--- config.mk ---
export PLATFORM = sky130hd
export DESIGN_NAME = dram_req_arbiter_flat
export DESIGN_NICKNAME = d
export VERILOG_FILES = /design/src/rtl/dram_req_arbiter_pkg.sv /design/src/rtl/dram_req_arbiter_if.sv /design/src/rtl/dram_req_arbiter_arb.sv /design/src/rtl/dram_req_arbiter.sv /design/src/flat_wrapper.sv
export SDC_FILE = /design/constraint.sdc
export NUM_CORES = 1
export LEC_CHECK = 0
export BUFFER_PORTS_ARGS = -buffer_cell sky130_fd_sc_hd__buf_2
export CORE_ASPECT_RATIO = 0.6
export CORE_UTILIZATION = 49
export CTS_BUF_LIST = sky130_fd_sc_hd__clkbuf_8
export DETAILED_ROUTE_END_ITERATION = 10
export PLACE_DENSITY = 0.83
export SLEW_MARGIN = 10
export SYNTH_ARGS = -nofsm -noshare
export SYNTH_HDL_FRONTEND = slang
export SYNTH_SLANG_ARGS = --single-unit
--- constraint.sdc ---
create_clock -name clk -period 2.2 [get_ports clk]
set_input_delay 0.44 -clock clk [delete_from_list [all_inputs] [get_ports clk]]
set_output_delay 0.44 -clock clk [all_outputs]
set_load 0.01 [all_outputs]
--- src/rtl/dram_req_arbiter_pkg.sv ---
// Shared types and constants for the two-master SDRAM request arbiter.
package dram_pkg;

    typedef enum logic [1:0] {
        IDLE,
        WAIT_BUSY,
        WAIT_DONE,
        RESP
    } state_e;

    typedef enum logic {
        GRANT_IF = 1'b0,
        GRANT_D  = 1'b1
    } grant_e;

    localparam logic [2:0] CTRL_B    = 3'b000;
    localparam logic [2:0] CTRL_H    = 3'b001;
    localparam logic [2:0] CTRL_W    = 3'b010;
    localparam logic [2:0] CTRL_ZEXT = 3'b100;

endpackage

--- src/rtl/dram_req_arbiter_if.sv ---
// Master-port and controller-side bundle for dram_req_arbiter; the arbiter uses the slave view.
interface dram_req_arbiter_if;

    logic        i_if_req;
    logic [31:0] i_if_addr;
    logic        o_if_ack;
    logic [31:0] o_if_data;

    logic        i_d_req;
    logic        i_d_we;
    logic [31:0] i_d_addr;
    logic [31:0] i_d_wdata;
    logic [2:0]  i_d_ctrl;
    logic        o_d_ack;
    logic [31:0] o_d_rdata;

    logic        o_dram_rd_en;
    logic        o_dram_wr_en;
    logic [31:0] o_dram_addr;
    logic [31:0] o_dram_wdata;
    logic [2:0]  o_dram_ctrl;
    logic [31:0] i_dram_data;
    logic        i_dram_busy;
    logic        i_calib_done;
    logic        o_err;

    modport slave (
        input  i_if_req, i_if_addr,
        output o_if_ack, o_if_data,
        input  i_d_req, i_d_we, i_d_addr, i_d_wdata, i_d_ctrl,
        output o_d_ack, o_d_rdata,
        output o_dram_rd_en, o_dram_wr_en, o_dram_addr, o_dram_wdata, o_dram_ctrl,
        input  i_dram_data, i_dram_busy, i_calib_done,
        output o_err
    );

    modport master (
        output i_if_req, i_if_addr,
        input  o_if_ack, o_if_data,
        output i_d_req, i_d_we, i_d_addr, i_d_wdata, i_d_ctrl,
        input  o_d_ack, o_d_rdata,
        input  o_dram_rd_en, o_dram_wr_en, o_dram_addr, o_dram_wdata, o_dram_ctrl,
        output i_dram_data, i_dram_busy, i_calib_done,
        input  o_err
    );

endinterface

--- src/rtl/dram_req_arbiter_arb.sv ---
// Two-way grant selection (round-robin or data-priority) plus the last-grant history register.
module rr_arb2
    import dram_pkg::*;
#(
    parameter int unsigned ARB_MODE = 0
) (
    input  logic   clk,
    input  logic   rst_x,
    input  logic   req_if,
    input  logic   req_d,
    input  logic   upd,
    input  grant_e upd_id,
    output grant_e gnt
);

    grant_e last_grant_q, last_grant_d;

    always_comb begin
        last_grant_d = last_grant_q;
        if (upd) last_grant_d = upd_id;
    end

    always_comb begin
        gnt = GRANT_IF;
        if (req_if && req_d) begin
            if (ARB_MODE == 1) gnt = GRANT_D;
            else               gnt = (last_grant_q == GRANT_IF) ? GRANT_D : GRANT_IF;
        end else if (req_d) begin
            gnt = GRANT_D;
        end
    end

    always_ff @(posedge clk or negedge rst_x) begin
        if (!rst_x) last_grant_q <= GRANT_IF;
        else        last_grant_q <= last_grant_d;
    end

endmodule

--- src/rtl/dram_req_arbiter.sv ---
// Two-master SDRAM front end: arbitrates ifetch vs data, issues one strobe per transaction,
// holds the request fields until the controller finishes, then acks the granted master.
module dram_req_arbiter
    import dram_pkg::*;
#(
    parameter int unsigned ARB_MODE = 0,
    parameter int unsigned BUSY_TO  = 15
) (
    input  logic               clk,
    input  logic               rst_x,
    dram_req_arbiter_if.slave  bus
);

    localparam logic [7:0] TO_CNT = 8'(BUSY_TO);

    state_e      state_q, state_d;
    grant_e      gnt_id_q, gnt_id_d, arb_gnt;
    logic [7:0]  cnt_q, cnt_d;
    logic        we_q, we_d;
    logic        rd_en_q, rd_en_d, wr_en_q, wr_en_d;
    logic [31:0] addr_q, addr_d, wdata_q, wdata_d;
    logic [2:0]  ctrl_q, ctrl_d;
    logic        if_ack_q, if_ack_d, d_ack_q, d_ack_d;
    logic [31:0] if_data_q, if_data_d, d_rdata_q, d_rdata_d;
    logic        err_q, err_d;

    rr_arb2 #(.ARB_MODE(ARB_MODE)) u_arb (
        .clk    (clk),
        .rst_x  (rst_x),
        .req_if (bus.i_if_req),
        .req_d  (bus.i_d_req),
        .upd    (state_q == RESP),
        .upd_id (gnt_id_q),
        .gnt    (arb_gnt)
    );

    always_comb begin
        state_d   = state_q;
        gnt_id_d  = gnt_id_q;
        cnt_d     = cnt_q;
        we_d      = we_q;
        addr_d    = addr_q;
        wdata_d   = wdata_q;
        ctrl_d    = ctrl_q;
        if_data_d = if_data_q;
        d_rdata_d = d_rdata_q;
        err_d     = err_q;
        rd_en_d   = 1'b0;
        wr_en_d   = 1'b0;
        if_ack_d  = 1'b0;
        d_ack_d   = 1'b0;

        case (state_q)
            IDLE: begin
                if (bus.i_calib_done && !bus.i_dram_busy && (bus.i_if_req || bus.i_d_req)) begin
                    gnt_id_d = arb_gnt;
                    cnt_d    = '0;
                    if (arb_gnt == GRANT_D) begin
                        addr_d  = bus.i_d_addr;
                        wdata_d = bus.i_d_wdata;
                        ctrl_d  = bus.i_d_ctrl;
                        we_d    = bus.i_d_we;
                    end else begin
                        addr_d  = bus.i_if_addr;
                        wdata_d = '0;
                        ctrl_d  = CTRL_W;
                        we_d    = 1'b0;
                    end
                    rd_en_d = ~we_d;
                    wr_en_d = we_d;
                    state_d = WAIT_BUSY;
                end
            end
            WAIT_BUSY: begin
                if (bus.i_dram_busy) begin
                    state_d = WAIT_DONE;
                end else if (cnt_q == TO_CNT) begin
                    err_d   = 1'b1;
                    rd_en_d = ~we_q;
                    wr_en_d = we_q;
                    cnt_d   = '0;
                end else begin
                    cnt_d = cnt_q + 8'd1;
                end
            end
            WAIT_DONE: begin
                // Ack is registered on entry to RESP so the master drops req before IDLE samples it.
                if (!bus.i_dram_busy) begin
                    if (gnt_id_q == GRANT_IF) begin
                        if_data_d = bus.i_dram_data;
                        if_ack_d  = 1'b1;
                    end else begin
                        if (!we_q) d_rdata_d = bus.i_dram_data;
                        d_ack_d = 1'b1;
                    end
                    state_d = RESP;
                end
            end
            RESP:    state_d = IDLE;
            default: state_d = IDLE;
        endcase
    end

    always_ff @(posedge clk or negedge rst_x) begin
        if (!rst_x) begin
            state_q   <= IDLE;
            gnt_id_q  <= GRANT_IF;
            cnt_q     <= '0;
            we_q      <= 1'b0;
            rd_en_q   <= 1'b0;
            wr_en_q   <= 1'b0;
            addr_q    <= '0;
            wdata_q   <= '0;
            ctrl_q    <= '0;
            if_ack_q  <= 1'b0;
            d_ack_q   <= 1'b0;
            if_data_q <= '0;
            d_rdata_q <= '0;
            err_q     <= 1'b0;
        end else begin
            state_q   <= state_d;
            gnt_id_q  <= gnt_id_d;
            cnt_q     <= cnt_d;
            we_q      <= we_d;
            rd_en_q   <= rd_en_d;
            wr_en_q   <= wr_en_d;
            addr_q    <= addr_d;
            wdata_q   <= wdata_d;
            ctrl_q    <= ctrl_d;
            if_ack_q  <= if_ack_d;
            d_ack_q   <= d_ack_d;
            if_data_q <= if_data_d;
            d_rdata_q <= d_rdata_d;
            err_q     <= err_d;
        end
    end

    assign bus.o_dram_rd_en = rd_en_q;
    assign bus.o_dram_wr_en = wr_en_q;
    assign bus.o_dram_addr  = addr_q;
    assign bus.o_dram_wdata = wdata_q;
    assign bus.o_dram_ctrl  = ctrl_q;
    assign bus.o_if_ack     = if_ack_q;
    assign bus.o_if_data    = if_data_q;
    assign bus.o_d_ack      = d_ack_q;
    assign bus.o_d_rdata    = d_rdata_q;
    assign bus.o_err        = err_q;

endmodule

--- src/flat_wrapper.sv ---
// flat-port wrapper written by rule: the top's interface ports become plain ports
module dram_req_arbiter_flat import dram_pkg::*;
#(
    parameter int unsigned ARB_MODE = 0,
    parameter int unsigned BUSY_TO  = 15
)
  (clk, rst_x, bus_i_if_req, bus_i_if_addr, bus_o_if_ack, bus_o_if_data, bus_i_d_req, bus_i_d_we, bus_i_d_addr, bus_i_d_wdata, bus_i_d_ctrl, bus_o_d_ack, bus_o_d_rdata, bus_o_dram_rd_en, bus_o_dram_wr_en, bus_o_dram_addr, bus_o_dram_wdata, bus_o_dram_ctrl, bus_i_dram_data, bus_i_dram_busy, bus_i_calib_done, bus_o_err);
  dram_req_arbiter_if bus_i ();
  input  logic clk;
  input  logic rst_x;
  input wire logic [$bits(bus_i.i_if_req)-1:0] bus_i_if_req;
  input wire logic [$bits(bus_i.i_if_addr)-1:0] bus_i_if_addr;
  output wire logic [$bits(bus_i.o_if_ack)-1:0] bus_o_if_ack;
  output wire logic [$bits(bus_i.o_if_data)-1:0] bus_o_if_data;
  input wire logic [$bits(bus_i.i_d_req)-1:0] bus_i_d_req;
  input wire logic [$bits(bus_i.i_d_we)-1:0] bus_i_d_we;
  input wire logic [$bits(bus_i.i_d_addr)-1:0] bus_i_d_addr;
  input wire logic [$bits(bus_i.i_d_wdata)-1:0] bus_i_d_wdata;
  input wire logic [$bits(bus_i.i_d_ctrl)-1:0] bus_i_d_ctrl;
  output wire logic [$bits(bus_i.o_d_ack)-1:0] bus_o_d_ack;
  output wire logic [$bits(bus_i.o_d_rdata)-1:0] bus_o_d_rdata;
  output wire logic [$bits(bus_i.o_dram_rd_en)-1:0] bus_o_dram_rd_en;
  output wire logic [$bits(bus_i.o_dram_wr_en)-1:0] bus_o_dram_wr_en;
  output wire logic [$bits(bus_i.o_dram_addr)-1:0] bus_o_dram_addr;
  output wire logic [$bits(bus_i.o_dram_wdata)-1:0] bus_o_dram_wdata;
  output wire logic [$bits(bus_i.o_dram_ctrl)-1:0] bus_o_dram_ctrl;
  input wire logic [$bits(bus_i.i_dram_data)-1:0] bus_i_dram_data;
  input wire logic [$bits(bus_i.i_dram_busy)-1:0] bus_i_dram_busy;
  input wire logic [$bits(bus_i.i_calib_done)-1:0] bus_i_calib_done;
  output wire logic [$bits(bus_i.o_err)-1:0] bus_o_err;
  assign bus_i.i_if_req = bus_i_if_req;
  assign bus_i.i_if_addr = bus_i_if_addr;
  assign bus_o_if_ack = bus_i.o_if_ack;
  assign bus_o_if_data = bus_i.o_if_data;
  assign bus_i.i_d_req = bus_i_d_req;
  assign bus_i.i_d_we = bus_i_d_we;
  assign bus_i.i_d_addr = bus_i_d_addr;
  assign bus_i.i_d_wdata = bus_i_d_wdata;
  assign bus_i.i_d_ctrl = bus_i_d_ctrl;
  assign bus_o_d_ack = bus_i.o_d_ack;
  assign bus_o_d_rdata = bus_i.o_d_rdata;
  assign bus_o_dram_rd_en = bus_i.o_dram_rd_en;
  assign bus_o_dram_wr_en = bus_i.o_dram_wr_en;
  assign bus_o_dram_addr = bus_i.o_dram_addr;
  assign bus_o_dram_wdata = bus_i.o_dram_wdata;
  assign bus_o_dram_ctrl = bus_i.o_dram_ctrl;
  assign bus_i.i_dram_data = bus_i_dram_data;
  assign bus_i.i_dram_busy = bus_i_dram_busy;
  assign bus_i.i_calib_done = bus_i_calib_done;
  assign bus_o_err = bus_i.o_err;
  dram_req_arbiter #(.ARB_MODE(ARB_MODE), .BUSY_TO(BUSY_TO)) u_core (.clk(clk), .rst_x(rst_x), .bus(bus_i));
endmodule
==> results.md, run 1 <==
Yosys:
- The mapped netlist covers a little over 0.006 mm^2.
- The synthesized design contains 0 enable-type register cells.
- The warning count from the yosys run is 0.
- The proportion of register bits with asynchronous set or reset after synthesis is 100%.
- The top cell type by total area after synthesis is dfrtp_1.
- The number of nets handed over by synthesis was around 660.
- In this run the mean area of a mapped cell was 11.9 um^2.
- Of the post-synthesis cell area, the dominant cell type holds 60.6%.
- Synthesis handed over a netlist of 519 instances.
- Synthesis inferred 149 register bits.
- Among all cell types in the netlist, the one instantiated most often is dfrtp_1.
- The distinct cell type count of the synthesized netlist is 38.
- By count the netlist is led by 149 x dfrtp_1, 106 x nand2_1, 64 x mux2_2, 39 x nand3_1, 35 x o21ai_0.
- The leading register cell type out of synthesis is dfrtp_1.
- Ranked by total cell area, the synthesized netlist is headed by dfrtp_1 61%, mux2_2 12%, nand2_1 6.5%.
- The portion of the post-synthesis area used by sequential elements is around three fifths.

Worst setup path:
- The critical path ends at u_core.cnt_q[5].
- The worst setup path is launched from a flop.
- The endpoint of the most critical register-to-register path is u_core.cnt_q[5].
- The highest-delay cell along the critical path is or4_4.
- The worst endpoint required time is 2.55 ns.
- At the worst endpoint, the arrival time is roughly 2.4 ns.
- STA classifies the critical path endpoint as a flop.
- Tracing the worst setup path back leads to its startpoint at u_core.state_q[0].
- The largest fanout on the critical path is 9.
- Walking the worst path, the cells encountered are inv_1, ha_1, o211ai_4, and2_4, or4_4, a21oi_2.
- The critical path in this run is classified as reg -> reg.
- The worst reg-to-reg path cell count is 6.
- In this run the critical register-to-register path is launched from u_core.state_q[0].
- The maximum single-stage delay on the critical path is 0.51 ns.
- The reg2reg setup slack is 0.19 ns.

STA:
- The actual slew at the worst max-slew pin is 0.656 ns.
- Setup slack on the critical path of the routed design comes to about 0.19 ns.
- The clock period could shrink to 2.01 ns.
- The clock arrives with 0.0135 ns of skew.
- Of the available clock period, the critical path in the final layout requires 91.5%.
- Hold timing on the final database bottoms out at a slack of 0.230 ns.
- The number of hold-slack violations in the final timing report is 0.
- Static timing analysis puts the maximum clock frequency at 0.497 GHz.
- The number of pins exceeding their max-slew limit in the final report came to 0.
- Setup repair after global routing left no endpoint under its margin.
- Setup violations remaining at the end of the flow were counted as 0.
- In this run the tightest slew margin relative to its limit is 56.3%.

Final layout:
- The fraction of the core area covered by cells at the end of the flow is 67.1%.
- The relative area change from synthesis to final layout is 32.3%.
- The net count of the finished layout is 932.
- Of the cells placed in the final design, the portion with a size suffix greater than 1 is 48.4%.
- The repair_antennas step left the layout with diodes totalling 0.

Global routing:
- The initial antenna violation count is 0.
- The number of global-route vias before repair came to 4,997.
- Entering global routing, the biggest net connects 51 pins.
- The residual overflow from global routing is 0.
- The global-route wire length before repair is 24.8 mm.
- The aggregate global-route resource usage is 24.8%.

Place:
- The routability congestion estimate from global placement is 0.903.
- The HPWL after detailed placement is ~11 mm.
- Timing analysis after detailed placement gives a worst setup slack of -0.0202 ns.
- The total of buffers placed on input and output ports is 273.

Power and ir drop:
- The maximum vdd drop is 0.000696 V.
- In this run the power density over the cells is 1320 mW/mm^2.
- The cell leakage power is 0.00432 uW.

Die:
- The total area inside the core boundary comes to 0.0121 mm^2.
- The floorplan row count is 31.
- 274 I/O pins were placed.
- From bottom edge to top edge, the die measures 88.8 um.
- The overall die area is 0.0130 mm^2.
- The initial cell density of the core is 50.7%.
- The horizontal die dimension is 147 um.

Routing:
- The DRC violation count after routing is 0.
- Across all layers, the routed design uses 4,926 vias.
- The detailed-route vias per instance is 5.10.
- The number of routed nets with antenna violations is 0.
- The number of iterations in the first detailed-routing pass is 4.
- The initial DRC count is 236.
- Dividing the detail-routed wire length by the instance count gives about 16 um.
- The sum of routed wire length over all layers is about 16 mm.

Clock network:
- The number of sinks driven by the clock tree is 149.
- In this run the number of H-tree levels came out at 4.
- The number of buffers between clock root and the deepest sink is 2.
- After clock tree synthesis, the clock-pin slew on the worst setup and hold paths is 0.08 ns.
- Counting the buffers created by CTS gives 17.
- The clock network latency to the later pin of the worst-skew pair is 0.43 ns.
- The CTS tree is built.
- The cell sitting at the root of the clock tree is a clkbuf_8.
- The setup fix buffers added after clock tree synthesis is 0.

Run status:
- The flow ran to the end, and the final reports show no timing, DRC or antenna violations.

Flow run:
- The tool flagged a number of max-cap violations equal to 0.

Worst hold path:
- The min-delay analysis places its worst path in the category in -> reg.
==> critical path, delay by kind of cell (launching register included) <==
kind                       cells  cell delay [ns]
buffers and inverters          1             0.11
AOI/OAI and AO/OA              2             0.32
adders and majority gates      1             0.38
and+or+nand+nor                2             0.70
DFF                            1             0.44
==> timing repair <==
item,in CTS,in global routing
endpoints found under the hold margin,41,0
setup endpoints to repair,6,0
resized for setup,1,0
hold buffers,1,0
==> report_power, final <==
| part | total (uW) | leakage [uW] | switching (uW) | internal (uW) |
|---|---|---|---|---|
| combinational | 4100 | 0.00226 | 2180 | 1920 |
| clock | 2000 | 0.000193 | 1010 | 994 |
| sequential | 4670 | 0.00187 | 686 | 3980 |
==> worst min path at each step <==
stage / from / endpoint / slack, ns / cells past startpoint
after floorplan: rst_x / u_core.bus.o_d_ack / 0.14 / 0
after CTS: bus_i_d_wdata[8] / u_core.bus.o_dram_wdata[8] / 0.21 / 3
after global routing: bus_i_d_wdata[15] / u_core.bus.o_dram_wdata[15] / 0.20 / 3
after detailed placement: rst_x / u_core.bus.o_dram_addr[19] / 0.39 / 1
after global placement: rst_x / u_core.bus.o_dram_addr[19] / 0.38 / 1
final: bus_i_d_wdata[8] / u_core.bus.o_dram_wdata[8] / 0.23 / 3
==> state kept, by name, summed over array words and instances (netlist names), 2 cells and up <==
name / count
u_core.bus.o_d_rdata: 32
u_core.bus.o_dram_ctrl: 3
u_core.bus.o_dram_addr: 32
u_core.bus.o_dram_wdata: 32
u_core.cnt_q: 8
u_core.bus.o_if_data: 32
u_core.state_q: 2
==> cell usage in the layout, fill, tap and decap left out, types with 2 or more instances in the layout <==
cell type / Yosys / routed
nand3_1: 39 / 39
dfrtp_1: 149 / 149
or3b_4: 0 / 2
o21ai_0: 35 / 35
xnor2_1: 5 / 5
buf_2: 18 / 272
mux2i_1: 34 / 34
nand2b_1: 4 / 4
a21oi_1: 3 / 3
buf_12: 0 / 6
o21ai_1: 3 / 3
mux2_2: 64 / 64
clkbuf_8: 0 / 17
buf_4: 0 / 2
a211oi_1: 4 / 4
clkinvlp_4: 0 / 2
nor2_1: 9 / 9
inv_1: 5 / 6
bufinv_16: 0 / 2
nand2_1: 106 / 106
clkinv_4: 0 / 3
clkinv_2: 0 / 5
mux2_1: 2 / 2
ha_1: 5 / 5
==> cells by family after synthesis <==
family,after synthesis,share of synthesized area [%]
AO/OA/AOI/OAI,52,5.08
flip-flops,149,60.6
multiplexers,100,17.6
adder cells (fa/ha/maj),5,1.02
buffers and inverters,37,2.64
XOR/XNOR,5,0.711
AND/OR/NAND/NOR,171,12.4
==> area by class of cell <==
class | instances | area, um^2
timing repair buffer | 282 | 1520
sequential | 149 | 3730
inverter | 5 | 18.8
tap | 165 | 206
clock buffer | 17 | 234
fill | 924 | 3990
clock inverter | 14 | 139
multi-input combinational | 334 | 2300
==> per-layer routing <==
metal / global-route usage (%) / vias up / share of wire, %
met1: 31.3 / 2422 / 42
li1: - / 2311 / -
met2: 41.1 / 165 / 50
met5: 0 / - / 0
met3: 7.06 / 28 / 6.2
met4: 9.94 / 0 / 1.8
==> per-stage QoR <==
stage | cells | total power [uW] | TNS (ns) | area, um^2
after floorplan | 519 | 6870 | 0 | 6160
after global placement | 933 | 8570 | 0 | 7750
after detailed placement | 933 | 8820 | -0.0493 | 7750
after CTS | 966 | 10900 | 0 | 8150
after global routing | 966 | 11500 | 0 | 8150
final | 966 | 10800 | 0 | 8150
Note: power is estimated with default switching activity, not from simulation.
==> inputs of run 2 (changes only) <==
==> constraint.sdc (replaced) <==
create_clock -name clk -period 2.2 [get_ports clk]
set_input_delay 0 -clock clk [delete_from_list [all_inputs] [get_ports clk]]
set_output_delay 0 -clock clk [all_outputs]
set_load 0.01 [all_outputs]
==> run 2 against run 1 <==
Compared with the run above: worst hold slack worse by 0.20 ns; sequential cell count did not move; global-route usage up 4.4 points; worst setup slack got worse by 0.048 ns; maximum frequency down 2.3%; count of clock-buffer cells in the layout rose by 1; clock skew decreased by 0.0015 ns; power up 5.9%; design area is 17% higher; sequential power hardly changed; final cell count rose by 14%; sequential share of layout area is 6.7 points lower; critical endpoint is now u_core.bus.o_dram_addr[18].
==> results.md, run 2 (synthesis gave the netlist of run 1 again) <==
Run status:
- Run status: complete, no violations (unchanged).

Global routing:
- The aggregate global-route resource usage came to 29.2% (was 24.8%).
- The pin count of the biggest net entering global routing came to 71 (was 51).
- The residual overflow from global routing came to 0 (unchanged).
- The number of global-route vias before repair is 5,874 (was 4,997).
- The global-route wire length before repair is 29.0 mm (was 24.8 mm).
- The initial antenna violation count is 1 (was 0).

STA:
- Setup repair after global routing missed its margin: no (unchanged).
- The worst clock skew is 0.0120 ns (was 0.0135 ns).
- The maximum achievable frequency is 0.485 GHz (was 0.497 GHz).
- The remaining max-slew budget at the tightest pin is 56.0% (was 56.3%).
- The post-route fraction of the period consumed by the critical path came to 93.7% (was 91.5%).
- The number of pins exceeding their max-slew limit in the final report is 0 (unchanged).
- The final count of negative-setup-slack endpoints came to 0 (unchanged).
- The actual slew at the worst max-slew pin is 0.660 ns (was 0.656 ns).
- The final sum of negative setup slack came to 0 ns (unchanged).
- The number of hold-slack violations in the final timing report is 0 (unchanged).
- The worst slack on hold paths is 0.0315 ns (was 0.230 ns).
- The minimum period implied by the final worst setup slack was 2.06 ns (was 2.01 ns).

Die:
- The number of primary I/O pins came to 274 (unchanged).
- The overall die area is 0.0130 mm^2 (unchanged).
- The area of the placeable core is 0.0121 mm^2 (unchanged).
- The floorplan row count is 31 (unchanged).
- The horizontal die dimension was 147 um (unchanged).
- The initial cell density of the core is 50.7% (unchanged).
- The die height came to 88.8 um (unchanged).

Worst setup path:
- The endpoint kind of the worst setup timing path is a flop (unchanged).
- Cell-by-cell trace of the critical path: a21boi_4, clkbuf_16, mux2i_1, dlygate4sd3_1, o21ai_0 (was inv_1, ha_1, o211ai_4, and2_4, or4_4, a21oi_2).
- The endpoint of the most critical register-to-register path is u_core.bus.o_dram_addr[18] (was u_core.cnt_q[5]).
- The highest-delay cell along the critical path is dlygate4sd3_1 (was or4_4).
- The startpoint type of the worst setup path is a flop (unchanged).
- The largest fanout on the critical path is 17 (was 9).
- The maximum single-stage delay on the critical path is 0.59 ns (was 0.51 ns).
- The worst endpoint required time is 2.46 ns (was 2.55 ns).
- The type of the setup path with the least slack is reg -> reg (unchanged).
- The first element of the critical path was u_core.u_arb.last_grant_q (was u_core.state_q[0]).
- The worst reg-to-reg path cell count was 5 (was 6).
- The startpoint of the lowest-slack register-to-register path is u_core.u_arb.last_grant_q (was u_core.state_q[0]).
- The data arrival time at the worst-slack endpoint is 2.32 ns (was 2.37 ns).
- The reg2reg setup slack is 0.14 ns (was 0.19 ns).

Worst hold path:
- The worst-case hold path end point is u_core.state_q[0] (was u_core.bus.o_dram_wdata[8]).
- The launch instance of the worst min-delay path is bus_i_dram_busy (was bus_i_d_wdata[8]).
- The classification of the worst-slack hold path is in -> reg (unchanged).
- The count of cells along the worst hold path is 2 (was 3).

Clock network:
- The number of buffers between clock root and the deepest sink was 2 (unchanged).
- The root buffer cell was clkbuf_8 (unchanged).
- The CTS tree is built (unchanged).
- The deepest level of the CTS H-tree is 4 (unchanged).
- The number of sinks driven by the clock tree is 149 (unchanged).
- The clock-pin transition on the worst setup and hold timing paths is 0.08 ns (about the same).
- The total CTS buffers is 17 (unchanged).
- The clock network latency to the later pin of the worst-skew pair came to 0.43 ns (about the same).

Flow run:
- The number of max-cap violations is 0 (unchanged).

Final layout:
- The leading cell type in the layout, fill and taps excluded is buf_2 (unchanged).
- The relative area change from synthesis to final layout is 55.1% (was 32.3%).
- The count of filler cells inserted in the layout is 726 (was 924).
- Most used cells in the layout excluding fill and tap cells: 272 x buf_2, 149 x dfrtp_1, 134 x dlygate4sd3_1, 106 x nand2_1, 64 x mux2_2 (was 272 x buf_2, 149 x dfrtp_1, 106 x nand2_1, 64 x mux2_2, 39 x nand3_1).
- The share of cells above drive strength 1 was 42.0% (was 48.4%).
- The net total in the final layout is 1,069 (was 932).

Routing:
- The number of routed nets with antenna violations is 0 (unchanged).
- The routed wirelength normalized by instance count is 17.2 um (was 16.3 um).
- The via count is 5,709 (was 4,926).
- The sum of routed wire length over all layers is 19.0 mm (was 15.7 mm).
- The number of iterations in the first detailed-routing pass is 4 (unchanged).
- The DRC violation count after routing is 0 (unchanged).
- The detailed-route vias per instance is 5.17 (was 5.10).
- The initial DRC count is 273 (was 236).

Power and ir drop:
- The power density of the placed cells is 1190 mW/mm^2 (was 1320 mW/mm^2).
- The cell leakage power is 0.00491 uW (was 0.00432 uW).
- The maximum vdd drop is 0.000743 V (was 0.000696 V).

Place:
- The HPWL reported at the end of detailed placement is 11.3 mm (was 11.4 mm).
- The total of buffers placed on input and output ports is 273 (unchanged).
- The routability congestion estimate from global placement is 0.892 (was 0.903).
## run 2: timing repair
| action | in CTS | in global routing |
|---|---|---|
| hold buffers | 134 | 0 |
| gates resized for setup | 0 | 2 |
| hold endpoints to repair | 202 | 0 |
| setup endpoints to repair | 0 | 11 |
| buffers inserted | 0 | 2 |
## run 2: metrics by stage
step           utilization [%]  total power (uW)  std cells  cell area [um^2]  setup slack (ns)
3_3_place_gp              63.7              8570        934              7730             0.337
2_1_floorplan                -              6870        519              6160             0.400
4_1_cts                   78.3             11300       1100              9500             0.108
5_1_grt                   78.6             12100       1105              9550            0.0641
3_5_place_dp              63.7              8810        934              7730             0.203
6_report                  78.6             11400       1105              9550             0.140
## run 2: worst max path at each step
stage / to / slack (ns)
detailed placement: u_core.bus.o_dram_addr[18] / 0.20
floorplan: u_core.bus.o_d_rdata[0] / 0.40
global placement: u_core.bus.o_dram_addr[19] / 0.34
CTS: u_core.bus.o_dram_addr[13] / 0.11
global route: u_core.bus.o_dram_addr[18] / 0.06
finish: u_core.bus.o_dram_addr[18] / 0.14
## run 2: layout make-up
class	count	area [um^2]	share of cell area, %
Timing Repair Buffer	420	2870	30.1
Clock buffer	18	248	2.59
Multi-Input combinational cell	333	2290	24.0
Antenna cell	1	2.50	0.0262
Clock inverter	14	176	1.85
Sequential cell	149	3730	39.1
Tap cell	165	206	2.16
Inverter	5	18.8	0.197
## run 2: critical path: cells and delay by family (launching register included)
kind / cells / cell delay [ns]
DFF: 1 / 0.41
AOI/OAI and AO/OA: 2 / 0.39
buffers and inverters: 2 / 0.86
muxes: 1 / 0.22
## run 2: per-layer routing
metal	GRT usage, %	vias up	routed length (um)
li1	-	2588	-
met1	34.5	2802	7370
met2	50.8	259	9750
met3	6.65	60	1210
met4	16.3	0	660
met5	0	-	0
## run 2: where the power goes
group,leakage [uW],switching (uW),internal [uW]
combinational,0.00283,2320,2140
sequential,0.00187,722,3980
clock,0.000209,1060,1170
total,0.00491,4110,7290
